File: src/rtl/poseidon_input_serializer.sv
`default_nettype none
// ============================================================================
//  Module      : poseidon_input_serializer
//  Description : Tuple FIFO feeding the Poseidon hash core. Each stored tuple
//                of three WIDTH-bit field elements is replayed as a 3-beat
//                valid/ready stream, with io_output_last on the third beat.
//                Optional packet counter enabled by POSEIDON_SER_STATS_EN.
//  Revision    : 1.0 - initial release
// ============================================================================
module poseidon_input_serializer #(
  parameter int unsigned WIDTH = 255,
  parameter int unsigned DEPTH = 4,
  parameter int unsigned CNTW  = 10
) (
  input  logic                   clk,
  input  logic                   resetn,
  input  logic                   s_tuple_valid,
  output logic                   s_tuple_ready,
  input  logic [3*WIDTH-1:0]     s_tuple_data,
  output logic                   io_output_valid,
  input  logic                   io_output_ready,
  output logic                   io_output_last,
  output logic [WIDTH-1:0]       io_output_payload,
  output logic [$clog2(DEPTH):0] occupancy
`ifdef POSEIDON_SER_STATS_EN
  ,
  output logic [CNTW-1:0]        stat_packets
`endif
);

  localparam int unsigned      c_ptr_w   = $clog2(DEPTH);
  localparam logic [c_ptr_w:0] c_depth   = (c_ptr_w + 1)'(DEPTH);
  localparam logic [c_ptr_w:0] c_cnt_one = (c_ptr_w + 1)'(1);

  // Beat index within the tuple currently at the FIFO head.
  typedef enum logic [1:0] {
    BEAT0 = 2'd0,
    BEAT1 = 2'd1,
    BEAT2 = 2'd2
  } beat_e;

  logic [3*WIDTH-1:0] mem_q [DEPTH];
  logic [c_ptr_w-1:0] wr_ptr_q;
  logic [c_ptr_w-1:0] rd_ptr_q;
  logic [c_ptr_w:0]   count_q;
  logic [c_ptr_w:0]   count_d;
  beat_e              beat_q;

  logic               w_valid;
  logic               w_ready;
  logic               w_push;
  logic               w_fire;
  logic               w_pop;
  logic [3*WIDTH-1:0] w_head;
  logic [WIDTH-1:0]   w_payload;

  // Illegal configurations (DEPTH not a power of two or below 2, empty
  // counter) leave this marker block in the elaborated hierarchy.
  if ((DEPTH < 2) || ((DEPTH & (DEPTH - 1)) != 0) || (CNTW == 0)) begin : g_bad_config
  end

  // Handshake decode. Ready is taken from the registered count only, so a
  // full FIFO refuses a push even while the head tuple is being popped.
  assign w_valid = (count_q != '0);
  assign w_ready = (count_q < c_depth);
  assign w_push  = s_tuple_valid & w_ready;
  assign w_fire  = w_valid & io_output_ready;
  assign w_pop   = w_fire & (beat_q == BEAT2);
  assign w_head  = mem_q[rd_ptr_q];

  // Next occupancy: push and pop in the same cycle cancel out.
  always_comb begin
    count_d = count_q;
    unique case ({w_push, w_pop})
      2'b10:   count_d = count_q + c_cnt_one;
      2'b01:   count_d = count_q - c_cnt_one;
      default: count_d = count_q;
    endcase
  end

  // Element select for the current beat; zero whenever nothing is offered.
  always_comb begin
    w_payload = '0;
    if (w_valid) begin
      unique case (beat_q)
        BEAT0:   w_payload = w_head[0       +: WIDTH];
        BEAT1:   w_payload = w_head[WIDTH   +: WIDTH];
        default: w_payload = w_head[2*WIDTH +: WIDTH];
      endcase
    end
  end

  // Tuple storage; contents are only observed once written, so no reset.
  always_ff @(posedge clk) begin
    if (w_push) begin
      mem_q[wr_ptr_q] <= s_tuple_data;
    end
  end

  // Pointers, occupancy and the beat FSM; the beat only moves on a fire and
  // returns to BEAT0 when the head tuple is popped.
  always_ff @(posedge clk or negedge resetn) begin
    if (!resetn) begin
      wr_ptr_q <= '0;
      rd_ptr_q <= '0;
      count_q  <= '0;
      beat_q   <= BEAT0;
    end else begin
      count_q <= count_d;
      if (w_push) begin
        wr_ptr_q <= wr_ptr_q + 1'b1;
      end
      if (w_fire) begin
        unique case (beat_q)
          BEAT0: beat_q <= BEAT1;
          BEAT1: beat_q <= BEAT2;
          default: begin
            beat_q   <= BEAT0;
            rd_ptr_q <= rd_ptr_q + 1'b1;
          end
        endcase
      end
    end
  end

  assign s_tuple_ready     = w_ready;
  assign io_output_valid   = w_valid;
  assign io_output_last    = w_valid & (beat_q == BEAT2);
  assign io_output_payload = w_payload;
  assign occupancy         = count_q;

`ifdef POSEIDON_SER_STATS_EN
  logic [CNTW-1:0] stat_q;

  // Completed-packet counter, wrapping naturally at 2^CNTW.
  always_ff @(posedge clk or negedge resetn) begin
    if (!resetn) begin
      stat_q <= '0;
    end else if (w_pop) begin
      stat_q <= stat_q + 1'b1;
    end
  end

  assign stat_packets = stat_q;
`endif

endmodule
`default_nettype wire
File: config.mk
export PLATFORM = sky130hd
export DESIGN_NAME = poseidon_input_serializer
export DESIGN_NICKNAME = d
export VERILOG_FILES = /design/src/rtl/poseidon_input_serializer.sv
export SDC_FILE = /design/constraint.sdc
export NUM_CORES = 2
export LEC_CHECK = 0
export ABC_AREA = 1
export BUFFER_PORTS_ARGS = -buffer_cell sky130_fd_sc_hd__buf_2
export CAP_MARGIN = 10
export CORE_ASPECT_RATIO = 0.6
export CORE_UTILIZATION = 45
export CTS_CLUSTER_DIAMETER = 30
export CTS_CLUSTER_SIZE = 28
export DETAILED_ROUTE_END_ITERATION = 7
export PLACE_DENSITY_LB_ADDON = 0.08
export RECOVER_POWER = 25
export REMOVE_ABC_BUFFERS = 1
export SLEW_MARGIN = 40
export SYNTH_ARGS = -nofsm -noshare
export SYNTH_HDL_FRONTEND = slang
export SYNTH_SLANG_ARGS = --single-unit
File: constraint.sdc
create_clock -name clk -period 38.7 [get_ports clk]
set_clock_uncertainty 0.2 [all_clocks]
set_input_delay 3.87 -clock clk [delete_from_list [all_inputs] [get_ports clk]]
set_output_delay 3.87 -clock clk [all_outputs]
set_load 0.03 [all_outputs]
Yosys cells after proc, flatten, opt, wreduce, memory -nomap -nowiden --
Memories as Yosys holds them, arrays and structs flattened. Index checks and enable logic that the tools add are counted. W data, S select, Z words.
Operators by class: eq/ne operators 4, magnitude comparators 1, reductions and logical operators 5, mux-type cells 6, add/sub/neg operators 4, bitwise logic cells 5
Operators by type and width (number):
- $pmux W255 S2 | 1
- $mux W255 | 1
- $pmux W3 S2 | 1
- $add A2 B1 Y2 const B | 2
- $and A1 B1 Y1 | 4
- $eq A2 B1 Y1 const B | 2
- $eq A2 B2 Y1 const B | 2
- $pmux W2 S2 | 1
- $add A3 B1 Y3 const B | 1
- $lt A3 B3 Y1 const B | 1
- $reduce_bool A3 Y1 | 1
- $sub A3 B1 Y3 const B | 1
- $logic_not A2 Y1 | 1
- $mux W1 | 2
- $reduce_and A2 Y1 | 1
- $reduce_bool A2 Y1 | 1
- $reduce_or A2 Y1 | 1
- $not A1 Y1 | 1
Storage, ports and cells: RAM bits 3060, memories kept 1, input port bits 769, logic and storage cells 30, flip-flop bits (word level) 9
Memory list:
- mem_q | words 4, width 765, rd ports 1, clocked after Yosys merged registers in 0, wr ports 1, line 42 | logic [3*WIDTH-1:0] mem_q [DEPTH];

Longest topological paths before layout --
depth after elaboration 5, gate-level depth with buffers 11

Least setup slack after synthesis --
OpenSTA, ideal clock, no wires.
path type input -> register, from input port s_tuple_valid, to memory mem_q[0][0] (netlist name), enable pin, data arrival time 35.730 ns, setup slack 0.851 ns, stages 2, buffers on the path 0, cell sequence nand2_1 > nor2_1
On the way: longest elaborated chain between the ends 3
Ends and longest elaborated chain:
- start: declaration | line 17 | input logic s_tuple_valid,
- $and A1 B1 Y1 | line 66 | assign w_push = s_tuple_valid & w_ready;
- $mux W1 | line 95 | if (w_push) begin
- $mux W1 (not written as such) | line 96 | mem_q[wr_ptr_q] <= s_tuple_data;
- end: declaration | line 42
Every way passes these cells.

Final worst setup path --
from register rd_ptr_q[0], to output port io_output_payload[134]
On the way: longest elaborated chain between the ends 3
Ends and longest elaborated chain:
- start: declaration | line 44 | logic [c_ptr_w-1:0] rd_ptr_q;
- start signal: assignment | line 119 | rd_ptr_q <= rd_ptr_q + 1'b1;
- $mem_v2 Z4 W765
- $pmux W255 S2 | line 85 | unique case (beat_q)
- $mux W255 | line 84 | if (w_valid) begin
- end: declaration | line 23 | output logic [WIDTH-1:0] io_output_payload,
Every way passes these cells.

==> summary.txt <==
Status
  • Outcome: completed

Finish
  • Area grow syn2layout: 20.19%
  • Nets: 13.25k
  • Multi-input logic area: 0.02741 sq mm
  • Share of layout cells above drive strength 1: 0.1179
  • Fill cells: 23.74k
  • Reg area: 0.09212 sq mm

STA
  • Slew HR: 0.3326
  • Final period utilization: 0.2674
  • Actual slew at the worst max-slew pin: 1001 ps
  • Period minus WS final: 10350 ps
  • Max-slew violations: 0
  • Setup TNS: 0 ps
  • Count of final hold-check violations: 0
  • RSZ-0062 raised after global routing: no
  • Max Clk Rate: 96.64 MHz
  • Setup-failing EPs final: 0

Route
  • Detailed-route DRC error count: 0
  • WL per Instance: 21.28 um
  • Via density: 5.040
  • Routed wire length: 355.8 mm
  • Routed Antenna Nets: 0
  • DR iter-0 viols: 6917
  • Via count: 84.25k
  • Drt pass-1 iters: 6

Logic synthesis
  • Yosys warns: 0
  • Post-Synthesis Cells: 11.39k
  • Synth Cell Area: 0.1266 sq mm
  • Synth unique cells: 21
  • Post-synth EDFFs: 3060
  • Cell with the most instances after synthesis: nand2_1
  • Yosys reg bits: 3069
  • Share of the yosys chip area belonging to registers: 0.7275
  • Synth Flop Type: edfxtp_1
  • Post-synth top cells: nand2_1, edfxtp_1, nand3_1
  • Yosys top cell area share: 0.7258
  • Post-synthesis async set-or-reset flop share: 0.002933
  • Dominant cell type by area after synthesis: edfxtp_1
  • Mean post-synth cell area: 11.11 sq um
  • Ranking of synthesized cells by area: edfxtp_1, nand2_1, nand3_1, inv_1, buf_2

Clock network
  • Cts repair resizes: 0
  • # clock sinks: 3069
  • CTS tree: yes
  • Setup Buffers After CTS: 0
  • Worst skew pair latency: 880 ps
  • CTS Buf Count: 529
  • Root buf cell: clkbuf_16
  • H-Tree Depth: 6
  • Bufs on Longest Clock Path: 4
  • Hold-fix buffers, CTS: 0
  • Clk slew on worst S/H paths: 50 ps

Critical path
  • Slowest stage delay, CP: 800 ps
  • CP Data Required Time: 34630 ps
  • CP cell instances: buf_4 > buf_6 > buf_4 > buf_6 > buf_4 > nand2_1 > nand3_1 > nand2_1 > nand2_1 > nand2_1 > nor2_1 > buf_2
  • Worst path most repeated cell: nand2_1
  • Critical path origin: rd_ptr_q[0]$_DFFE_PN0P_
  • Crit path DAT: 6280 ps
  • CP Launch Type: flip-flop
  • Setup crit end kind: output pin
  • Setup CP Type: reg2out
  • Worst path slowest cell: dfrtp_4
  • Crit-path max FO: 93
  • Critical R2R Launch: occupancy[2]$_DFFE_PN0P_

Global route
  • GR Layer Usage met1: 0.3119
  • Met3 Track Usage GR: 0.05185
  • GRT Total Usage: 0.2438
  • First-pass GRT wire length: 521.8 mm
  • Vias in the first global route: 79.28k
  • Grt peak-use layer: met2
  • Largest net degree at the start of global routing: 186
  • GRT Residual Overflow: 0
  • GR met2 Demand/Resource: 0.4081
  • Initial antenna violation count: 238

Power and ir drop
  • Pwr dens: 86.28 mW/mm^2
  • Pleak: 61.99 nW
  • VDD IR max: 0.00007101 V
  • Tot Pwr: 13.13 mW

Die
  • Die area: 0.2835 sq mm
  • Chip width: 686.8 um
  • # IOs: 1030
  • Die height: 412.9 um
  • Core Box Area: 0.2791 sq mm
  • Initial core utilization: 0.4537
  • Row count: 150

Place
  • # port buffers: 1029
  • GP Congestion: 0.7865
  • Post-DP HPWL: 203.8 mm

Hold path
  • HP Class: reg2reg
  • Hold Startpoint: occupancy[0]$_DFFE_PN0P_

Flow run
  • Maxcap violations: 0
[path summary, 6_finish.rpt]
path	end	slack, ps	depth (start not counted)
setup reg to reg	mem_q[2][245]$_DFFE_PP_	32470	9
hold / removal	occupancy[0]$_DFFE_PN0P_	300	1
max in group asynchronous	beat_q[1]$_DFFE_PN0P_	35020	1
hold reg to reg	occupancy[0]$_DFFE_PN0P_	300	1
setup / recovery	io_output_payload[134]	28350	12
min in group asynchronous	occupancy[2]$_DFFE_PN0P_	2790	1
[area by class of cell]
class | count | share of cell area
clock inverters | 317 | 0.02078
well taps | 3724 | 0.03062
clock buffers | 631 | 0.09398
multi-input cells | 6669 | 0.1801
flip-flops and latches | 3069 | 0.6054
diodes | 100 | 0.001644
inverters | 1034 | 0.02570
repair buffers | 1173 | 0.04174
[layer usage]
metal  wire length (um)  share of wire
met1             145200           0.41
met3              22280          0.063
met2             174700           0.49
met5                639         0.0018
met4              12990          0.037
[per-stage QoR]
step / std cells / cell area (sq um) / setup WS (ps) / hold WS (ps) / utilization
2_1_floorplan: 10770 / 123400 / -44880 / 344.9 / -
3_3_place_gp: 15650 / 134400 / 28580 / 285.0 / 0.4815
3_5_place_dp: 15660 / 134800 / 28990 / 289.8 / 0.4829
4_1_cts: 16610 / 152200 / 28280 / 299.9 / 0.5454
5_1_grt: 16680 / 152100 / 28000 / 326.3 / 0.5449
6_report: 16720 / 152200 / 28350 / 300.7 / 0.5453
[sequential cells by signal, summed over array words and instances, names as in the netlist]
name,count
beat_q,2
mem_q,3060
occupancy,3
rd_ptr_q,2
wr_ptr_q,2
[worst max-delay path: cells and delay by family, from the launching register on]
kind	cells	cell delay, ps
buffers and inverters	6	3640
flip-flops	1	800
AND/OR/NAND/NOR	6	610
[power by group]
part / total [mW] / switching, mW / internal (mW)
logic: 4.35 / 3.27 / 1.08
registers: 4.21 / 0.102 / 4.10
clock network: 4.58 / 1.59 / 2.98
total: 13.1 / 4.96 / 8.16
[cell usage in the layout, fill, tap and decap left out, types with 11 or more instances in the layout]
| master | instances |
|---|---|
| edfxtp_1 | 3060 |
| clkbuf_16 | 560 |
| bufinv_16 | 53 |
| nor2_1 | 260 |
| clkinv_2 | 83 |
| clkbuf_1 | 529 |
| clkinvlp_4 | 36 |
| diode_2 | 100 |
| buf_6 | 48 |
| clkinv_4 | 31 |
| buf_2 | 569 |
| inv_6 | 22 |
| nand3_1 | 1786 |
| buf_12 | 23 |
| nand2_1 | 4599 |
| buf_16 | 11 |
| clkinv_1 | 84 |
| buf_4 | 61 |
| inv_1 | 1032 |
[kinds of logic after synthesis]
kind of cell | share of synthesized area
fa+ha+maj | 0.0006523
xor+xnor | 0.0002076
buf+inv | 0.05636
flops | 0.7275
simple gates | 0.2150
compound gates | 0.0002767
No activity file was read; power rests on OpenSTA's default activity.
